File: config.mk
export PLATFORM = sky130hd
export DESIGN_NAME = mem_access_stage
export DESIGN_NICKNAME = d
export VERILOG_FILES = /design/src/rtl/mem_access_stage.sv
export SDC_FILE = /design/constraint.sdc
export NUM_CORES = 1
export LEC_CHECK = 0
export CAP_MARGIN = 20
export CELL_PAD_IN_SITES_DETAIL_PLACEMENT = 0
export CELL_PAD_IN_SITES_GLOBAL_PLACEMENT = 1
export CORE_ASPECT_RATIO = 1.4
export CORE_MARGIN = 1.5
export CORE_UTILIZATION = 27
export DETAILED_ROUTE_END_ITERATION = 7
export MAX_ROUTING_LAYER = met4
export PLACE_DENSITY_LB_ADDON = 0.1
export REMOVE_ABC_BUFFERS = 1
export SYNTH_ARGS = -nofsm -noshare
export SYNTH_HDL_FRONTEND = slang
export SYNTH_SLANG_ARGS = --single-unit
File: constraint.sdc
create_clock -name i_clk -period 1.8 [get_ports i_clk]
set_clock_uncertainty 0.2 [all_clocks]
set_input_delay 0.36 -clock i_clk [delete_from_list [all_inputs] [get_ports i_clk]]
set_output_delay 0.36 -clock i_clk [all_outputs]
set_load 0.03 [all_outputs]
File: src/rtl/mem_access_stage.sv
// M-stage memory access: issues one registered request per load/store, stalls
// upstream until ack or timeout, and feeds the write-back register.
module mem_access_stage #(
  parameter int unsigned TIMEOUT = 16
) (
  input  logic        i_clk,
  input  logic        i_rst_n,
  input  logic        i_validM,
  input  logic        i_reg_writeM,
  input  logic        i_mem_to_regM,
  input  logic        i_mem_writeM,
  input  logic [31:0] i_alu_outM,
  input  logic [31:0] i_write_dataM,
  input  logic [4:0]  i_write_regM,
  output logic        o_mem_req,
  output logic        o_mem_we,
  output logic [31:0] o_mem_addr,
  output logic [31:0] o_mem_wdata,
  input  logic        i_mem_ack,
  input  logic [31:0] i_mem_rdata,
  output logic        o_stall,
  output logic        o_reg_writeW,
  output logic        o_mem_to_regW,
  output logic [31:0] o_alu_outW,
  output logic [31:0] o_dm_outW,
  output logic [4:0]  o_write_regW,
  output logic        o_bus_err
);

  localparam int unsigned CNT_W = 8;
  localparam logic [CNT_W-1:0] LAST_CNT = CNT_W'(TIMEOUT - 1);

  typedef enum logic [1:0] {IDLE, BUSY, DONE} stateT;

  stateT             state, stateNext;
  logic [CNT_W-1:0]  waitCnt, waitCntNext;
  logic [31:0]       dmReg, dmNext;
  logic [31:0]       addrNext, wdataNext;
  logic              memReqNext, memWeNext, busErrNext;
  logic              stall;
  logic              memop;

  assign memop = i_validM & (i_mem_to_regM | i_mem_writeM);

  // State and registered memory-side outputs
  always_ff @(posedge i_clk or negedge i_rst_n) begin
    if (!i_rst_n) begin
      state       <= IDLE;
      waitCnt     <= '0;
      dmReg       <= '0;
      o_mem_req   <= 1'b0;
      o_mem_we    <= 1'b0;
      o_mem_addr  <= '0;
      o_mem_wdata <= '0;
      o_bus_err   <= 1'b0;
    end else begin
      state       <= stateNext;
      waitCnt     <= waitCntNext;
      dmReg       <= dmNext;
      o_mem_req   <= memReqNext;
      o_mem_we    <= memWeNext;
      o_mem_addr  <= addrNext;
      o_mem_wdata <= wdataNext;
      o_bus_err   <= busErrNext;
    end
  end

  // Next-state, request control and stall
  always_comb begin
    stateNext   = state;
    waitCntNext = waitCnt;
    dmNext      = dmReg;
    memReqNext  = o_mem_req;
    memWeNext   = o_mem_we;
    addrNext    = o_mem_addr;
    wdataNext   = o_mem_wdata;
    busErrNext  = 1'b0;
    stall       = 1'b0;
    case (state)
      IDLE: begin
        if (memop) begin
          stall       = 1'b1;
          stateNext   = BUSY;
          memReqNext  = 1'b1;
          memWeNext   = i_mem_writeM;
          addrNext    = i_alu_outM;
          wdataNext   = i_write_dataM;
          waitCntNext = '0;
        end
      end
      BUSY: begin
        stall = 1'b1;
        if (i_mem_ack) begin
          if (!o_mem_we) dmNext = i_mem_rdata;
          memReqNext = 1'b0;
          stateNext  = DONE;
        end else if (waitCnt == LAST_CNT) begin
          // Abort: clear loaded data so a stale value is never written back
          dmNext     = '0;
          memReqNext = 1'b0;
          busErrNext = 1'b1;
          stateNext  = DONE;
        end else begin
          waitCntNext = waitCnt + CNT_W'(1);
        end
      end
      DONE:    stateNext = IDLE;
      default: stateNext = IDLE;
    endcase
  end

  assign o_stall       = stall;
  assign o_reg_writeW  = i_reg_writeM & i_validM & ~stall;
  assign o_mem_to_regW = i_mem_to_regM & i_validM & ~stall;
  assign o_alu_outW    = i_alu_outM;
  assign o_write_regW  = i_write_regM;
  assign o_dm_outW     = dmReg;

endmodule

# --- Word level (Yosys, flattened, before mapping) ---
# Index checks and enable logic that the tools add are counted.
classes:
  n_reduce_logical: 8
  eq_ne: 7
  bitwise_logic: 7
  addsub: 1
  n_mux: 20
ops:
  columns: ["cell", "count"]
  rows:
  - ["two-way mux 32 bit", 3]
  - ["two-way mux 8 bit", 3]
  - ["one-hot mux 8 bit (2 select lines)", 1]
  - ["adder 8 x 1 -> 8 bit, second input constant", 1]
  - ["equality test 8 x 4 -> 1 bit, second input constant", 1]
  - ["inequality test 2 bit, second input constant", 4]
  - ["two-way mux 1 bit", 7]
  - ["two-way mux 2 bit", 3]
  - ["AND reduction 3 bit", 2]
  - ["AND 1 bit", 5]
  - ["one-hot mux 1 bit (2 select lines)", 2]
  - ["one-hot mux 2 bit (2 select lines)", 1]
  - ["AND reduction 2 bit", 2]
  - ["AND reduction 4 bit", 1]
  - ["nonzero test 2 bit", 2]
  - ["inequality test 3 bit, second input constant", 1]
  - ["equality test 2 x 1 -> 1 bit, second input constant", 1]
  - ["logical NOT 2 bit", 1]
  - ["NOT 1 bit", 1]
  - ["OR 1 bit", 1]
totals:
  output_inout_bits: 139
  register_bits: 109
  word_cells: 51

# --- Logic depth before layout (Yosys ltp) ---
# Gate-level depths: netlist of run 1.
depth:
  depth_word: 6
  ltp_mapped: 6
  ltp_nobuf: 6

# --- Least setup slack after synthesis of run 1 ---
# OpenSTA, ideal clock, no wires.
synth_path:
  kind: "reg-to-reg"
  start: "register waitCnt[5]"
  end: "register dmReg[10] (netlist: o_dm_outW[10])"
  n_path_buf: 1
  required_time_ns: 1.479
  path_stages_with_launch: 6
  slack_ns: -0.078
  arrival_ns: 1.557
  setup_time_ns: 0.121
  period_less_slack_ns: 1.878
  path_cell_list: "dfrtp_1 -> or4_4 -> o31ai_4 -> nand2_2 -> buf_6 -> a22o_1"
synth_between:
  elab_chain_len: 3
synth_lines:
  columns: ["element", "line", "text"]
  rows:
  - ["start: declaration", "36", "logic [CNT_W-1:0] waitCnt, waitCntNext;"]
  - ["start signal: assignment", "58", "waitCnt <= waitCntNext;"]
  - ["equality test 8 x 4 -> 1 bit", "97", "end else if (waitCnt == LAST_CNT) begin"]
  - ["nonzero test 2 bit (no source line)", null, null]
  - ["AND reduction 3 bit (no source line)", null, null]
  - ["end signal: assignment", "59", "dmReg <= dmNext;"]
  - ["end: declaration", "37", "logic [31:0] dmReg, dmNext;"]
# No other way between the ends.
# A chain may end at the register's enable or synchronous reset.

# --- Final worst setup path of run 1 ---
layout_path:
  start: "register waitCnt[5]"
  end: "register dmReg[20] (netlist: o_dm_outW[20])"
# The elaborated chain is that of the path after synthesis.

==> results of run 1 <==
-- layer usage --
metal | vias up | wire length [um] | GRT usage (%)
li1 | 1582 | - | -
met1 | 1751 | 5800 | 20.3
met2 | 157 | 6860 | 27.2
met3 | 14 | 778 | 4.05
met4 | 0 | 185 | 5.06
met5 | - | 0 | -
-- layout by cell type (no fill, tap or decap), types with 2 or more instances in the layout --
cell               n
dfrtp_1          109
and3_1             3
inv_1              2
o21ai_2            2
nor2_1             3
nand2b_1           2
a21o_1             2
clkbuf_16         10
inv_4              2
mux2_4            65
a21oi_1            3
buf_16             8
buf_12            11
nand2_1            4
o21ai_1            2
clkdlybuf4s50_1   98
buf_6              8
dlygate4sd2_1    102
buf_4             52
nand3_1            5
nor4_1             2
a22o_1            32
-- stage by stage --
step / TNS, ns / hold WS (ns) / instances / power (W)
after floorplan: -92.91 / -0.136 / 262 / 0.00658
after global placement: -37.21 / 0.0391 / 722 / 0.00931
after detailed placement: -38.94 / 0.0437 / 722 / 0.00936
after CTS: -13.87 / 0.196 / 756 / 0.0117
after global routing: -18.25 / 0.226 / 758 / 0.0122
final: -12.64 / 0.196 / 758 / 0.0116
-- power breakdown --
group	leakage (nW)	switching, W	internal [W]	total [W]
clock network	0.148	0.000949	0.00114	0.00209
logic	2.40	0.00313	0.00255	0.00568
registers	1.32	0.000475	0.00336	0.00383
-- cell type report --
class | instances | area share [%]
well taps | 199 | 3.18
inverters | 4 | 0.256
flip-flops and latches | 109 | 34.9
clock buffers | 11 | 3.10
clock inverters | 5 | 0.847
multi-input cells | 149 | 21.6
repair buffers | 281 | 36.2
-- worst min path at each step --
stage / to
after floorplan: o_bus_err
after global placement: o_dm_outW[7]
after detailed placement: o_dm_outW[7]
after CTS: o_dm_outW[7]
after global routing: o_dm_outW[0]
final: o_dm_outW[0]
-- state kept, by name, summed over array words and instances, names as in the netlist --
signal	cells
o_mem_wdata	32
waitCnt	8
o_mem_we	1
state	2
o_mem_addr	32
o_mem_req	1
o_dm_outW	32
o_bus_err	1
-- what timing repair did --
item | in CTS | in global routing
setup endpoints to repair | 204 | 109
pin swaps | 5 | 5
hold endpoints to repair | 109 | 0
gates cloned | 9 | 1
setup buffers | 8 | 5
resized for setup | 186 | 21
hold buffers | 1 | 0
-- critical path: cells and delay by family (launching register included) --
family,cells,cell delay [ns]
buffers and inverters,1,0.18
AO/OA/AOI/OAI,2,0.38
flip-flops,1,0.40
AND/OR/NAND/NOR,2,0.68
-- kinds of logic after synthesis --
family                   count (synthesis)  synth area share, %
adder cells (fa/ha/maj)                  1                0.281
AO/OA/AOI/OAI                           55                 10.0
AND/OR/NAND/NOR                         28                 3.56
flip-flops                             109                 61.2
buffers and inverters                   56                 8.53
multiplexers                            65                 16.4
==> metrics, run 1 <==
status finished with violations; failing checks negative setup slack; number of DRC markers in iteration 0 60; setup ws final -0.174 ns; largest net degree at the start of global routing 38; Die Area 17300 um2; DR vias roughly 3500; P&R area growth vs syn 75.5%; initial core utilization 27.6%; crit path cell chain or4_4 > o31ai_4 > nand2_2 > buf_12 > a22o_1; multi-input logic area about 1700 um2; CTS root buffer clkbuf_16; Yosys top cell area share about three fifths; flop2flop setup slack -0.17 ns; Synth area leaders dfrtp_1 (61%), mux2_1 (16%), a22o_1 (6.3%); slew at the pin closest to its max-slew limit ~0.39 ns; WS Path Type reg2reg; Mean Syn Cell Area 14.2 um2; total CTS buffers 9; Critical R2R Capture o_dm_outW[20]; # fillers 1498; die width 112 um; Post-synth EDFFs 0; first-pass GRT wire length ~22000 um; Pleak slightly below 4 nW; Final setup viols between 100 and 150; CTS tree built; H-tree levels 3; crit path from waitCnt[5]; final WL roughly 14000 um; CP Capture Type flop; Final Util 48.4%; Reg2Reg Launch Point waitCnt[5]; fin crit share 110%; IO buf count approximately 240; maxcap violations 0; worst setup path endpoint o_dm_outW[20]; Post-route DRC 0; Post-Synthesis Cells ~310; Final GP Congestion around 0.75; Fmax around 500 MHz; post-synth top area cell dfrtp_1; Critical Path RT 1.85 ns; DRT Pass-1 Iters 4; antenna diode count 0; Clock Sinks approximately 110; FFs w/ async S/R, synth 100%; layout cells sized above 1 between 30 and 40%; CP max-delay cell or4_4; post-DR wirelength/cell roughly 18 um; peak fanout along the critical path 32; crit start category flop; initial antenna violation count 0; Slew Viols, Final 0; Clock Latency Late Sink 0.35 ns; FF+latch count, synth ~110; Die Ht approximately 160 um; worst min path class in2async; register area share after synthesis 61.2%; Post-DP Area approximately 7000 um2; I/O Pins around 250; # rows 55; FF-to-FF path depth 5; vias in the first global route 3798; maximum vdd drop between 0.7 and 0.8 mV; Synth cell types 38; Synth Cell Area 4460 um2; CP arrival 2.02 ns; Final ANT Viol Nets 0; Storage cell area between 2000 and 3000 um2; final instance area 7830 um2; Reg clk slew, reported paths approximately 0.080 ns; Longest Clk Path Bufs 2; Power Density roughly 1500 nW/um2; max_slew headroom 74.2%; core area between 15000 and 20000 um2; Yosys warnings 0; minimum clock period 1.97 ns; Crit path largest cell delay between 0.5 and 0.6 ns; RSZ-0062 raised after global routing yes; Synth top cells by count dfrtp_1 (109), mux2_1 (65), buf_4 (37); cell with the most instances after synthesis dfrtp_1; Post-DP HPWL between 9000 and 10000 um; Setup WS pre-CTS -0.435 ns; Fin. Hold Viols 0; grt total ovfl 0; fin nets ~660; Vias per Instance 4.62; gr usage total between 10% and 20%; Most used DFF post-synth dfrtp_1
Power figures use the tool's default switching activity.
==> run 2: changes to the inputs <==
--- a/config.mk
+++ b/config.mk
@@ -11,10 +11,12 @@
 export CORE_ASPECT_RATIO = 1.4
 export CORE_MARGIN = 1.5
 export CORE_UTILIZATION = 27
+export CTS_CLUSTER_SIZE = 14
 export DETAILED_ROUTE_END_ITERATION = 7
 export MAX_ROUTING_LAYER = met4
 export PLACE_DENSITY_LB_ADDON = 0.1
 export REMOVE_ABC_BUFFERS = 1
+export SLEW_MARGIN = 20
 export SYNTH_ARGS = -nofsm -noshare
 export SYNTH_HDL_FRONTEND = slang
 export SYNTH_SLANG_ARGS = --single-unit
==> results of run 2 <==
The final DEF is identical to that of run 1; final timing and power are the same.
==> run 3: changes to the inputs <==
--- a/config.mk
+++ b/config.mk
@@ -10,7 +10,7 @@
 export CELL_PAD_IN_SITES_GLOBAL_PLACEMENT = 1
 export CORE_ASPECT_RATIO = 1.4
 export CORE_MARGIN = 1.5
-export CORE_UTILIZATION = 27
+export CORE_UTILIZATION = 29
 export CTS_CLUSTER_SIZE = 14
 export DETAILED_ROUTE_END_ITERATION = 7
 export MAX_ROUTING_LAYER = met4
==> constraint.sdc (replaced) <==
create_clock -name i_clk -period 2 [get_ports i_clk]
set_clock_uncertainty 0.2 [all_clocks]
set_input_delay 0.4 -clock i_clk [delete_from_list [all_inputs] [get_ports i_clk]]
set_output_delay 0.4 -clock i_clk [all_outputs]
set_load 0.03 [all_outputs]
==> metrics, run 3 (synthesized netlist as in run 1, its figures left out) <==
crit start category flop; Post-DP Area between 6000 and 7000 um2; hold endpoint o_mem_we; total CTS buffers 9; final instance area 7210 um2; Pleak around 3.5 nW; Final GP Congestion between 0.8 and 0.9; DR vias between 3000 and 4000; CP Capture Type primary output; WS Path Type reg2out; Reg clk slew, reported paths 0.08 ns; CP arrival about 1.4 ns; slew at the pin closest to its max-slew limit between 0.3 and 0.4 ns; Fin Setup TNS 0 ns; Clock Latency Late Sink roughly 0.35 ns; fin nets approximately 640; GRT Max-Usage Layer met2; Post-route DRC 0; status finished, final reports clean; H-tree levels 3; peak fanout along the critical path 2; Final setup viols 0; final WL approximately 12000 um; CTS tree built; Fin. Hold Viols 0; most frequent cells in the layout clkdlybuf4s50_1 (108), dfrtp_1 (108), mux2_1 (65); Die Ht around 150 um; Die Area ~16000 um2; Reg2Reg Launch Point waitCnt[6]; Longest Clk Path Bufs 2; maxcap violations 0; gr usage total around 16%; largest net degree at the start of global routing 39; P&R area growth vs syn 61.7%; number of DRC markers in iteration 0 78; DRT Pass-1 Iters 4; I/O Pins between 200 and 250; initial antenna violation count 0; first-pass GRT wire length about 18000 um; Storage cell area 2730 um2; Crit path largest cell delay roughly 0.67 ns; core area roughly 15000 um2; Fmax a little over 500 MHz; Buf/Inv on CP 1; Critical R2R Capture o_dm_outW[3]; minimum clock period around 2.0 ns; CP max-delay cell clkdlybuf4s50_1; fin crit share 98.2%; met1 GRT Util between 15 and 20%; Vias per Instance 4.53; layout cells sized above 1 between 10% and 20%; Levels on crit path 1; worst min path class in2reg; post-DR wirelength/cell ~17 um; Post-DP HPWL roughly 9100 um; Final ANT Viol Nets 0; multi-input logic area between 1000 and 1500 um2; vias in the first global route approximately 3400; flop2flop setup slack 0.04 ns; IO buf count 236; worst hold path depth 2; met2 usage in global routing a little over a quarter; Hold Startpoint i_mem_writeM; FF-to-FF path depth 5; crit path cell chain clkdlybuf4s50_1; met3 Resource Use GR roughly 3.6%; # rows 53; antenna diode count 0; Power Density around 1400 nW/um2; # fillers between 1000 and 1500; CP delay by family, top buffers and inverters; crit path from o_mem_addr[24]; maximum vdd drop slightly above 0.6 mV; initial core utilization slightly below 30%; Critical Path RT between 1 and 1.5 ns; max_slew headroom between 70% and 80%; CTS root buffer clkbuf_16; Clock Sinks roughly 110; die width 108 um; grt total ovfl 0; Slew Viols, Final 0
==> run 3: changes by cell type in the layout (fill, tap and decap cells not counted), moves of 5 or more <==
| cell | delta |
|---|---|
| dlygate4sd2_1 | -42 |
| mux2_1 | +65 |
| buf_4 | -5 |
| clkdlybuf4s50_1 | +10 |
| buf_16 | -8 |
| buf_6 | -7 |
| dlymetal6s2s_1 | +32 |
| mux2_4 | -65 |
==> run 3: power by group <==
group          total (W)  internal [W]  switching [W]
logic            0.00446       0.00182        0.00264
registers        0.00345       0.00302       0.000427
clock network    0.00186       0.00100       0.000862
==> run 3: worst max path at each step <==
stage	endpoint	slack (ns)
after floorplan	waitCnt[7]	-0.99
after global placement	waitCnt[6]	-0.27
after detailed placement	waitCnt[6]	-0.27
after CTS	o_mem_wdata[22]	0.0001
after global routing	o_mem_addr[24]	-0.02
final	o_mem_addr[24]	0.04
==> run 3: area by class of cell <==
class | instances | share of cell area [%]
sequential | 109 | 37.9
timing repair buffer | 256 | 35.0
multi-input combinational | 149 | 19.3
tap | 192 | 3.33
clock buffer | 9 | 3.12
clock inverter | 7 | 1.25
inverter | 4 | 0.208
==> run 3: per-stage QoR <==
stage	total power (W)	std cells	setup slack (ns)	util, %	hold WS (ns)
after floorplan	0.00592	262	-0.986	-	-0.0956
after global placement	0.00834	709	-0.271	45.5	0.150
after detailed placement	0.00838	709	-0.268	45.5	0.151
after CTS	0.00995	726	0.000126	47.3	0.232
after global routing	0.0103	726	-0.0177	47.9	0.232
final	0.00977	726	0.0353	47.9	0.243
==> run 3: what timing repair did <==
item | in CTS | in global routing
resized for setup | 64 | 37
hold endpoints to repair | 22 | 0
pin swaps | 1 | 0
gates cloned | 0 | 0
buffers inserted | 0 | 0
setup endpoints to repair | 59 | 38
hold buffers | 1 | 0
==> run 3: layer usage <==
layer,wire length (um),part of all wire (%)
met1,4750,39
met2,6280,52
met3,832,6.9
met4,200,1.7
met5,0,0
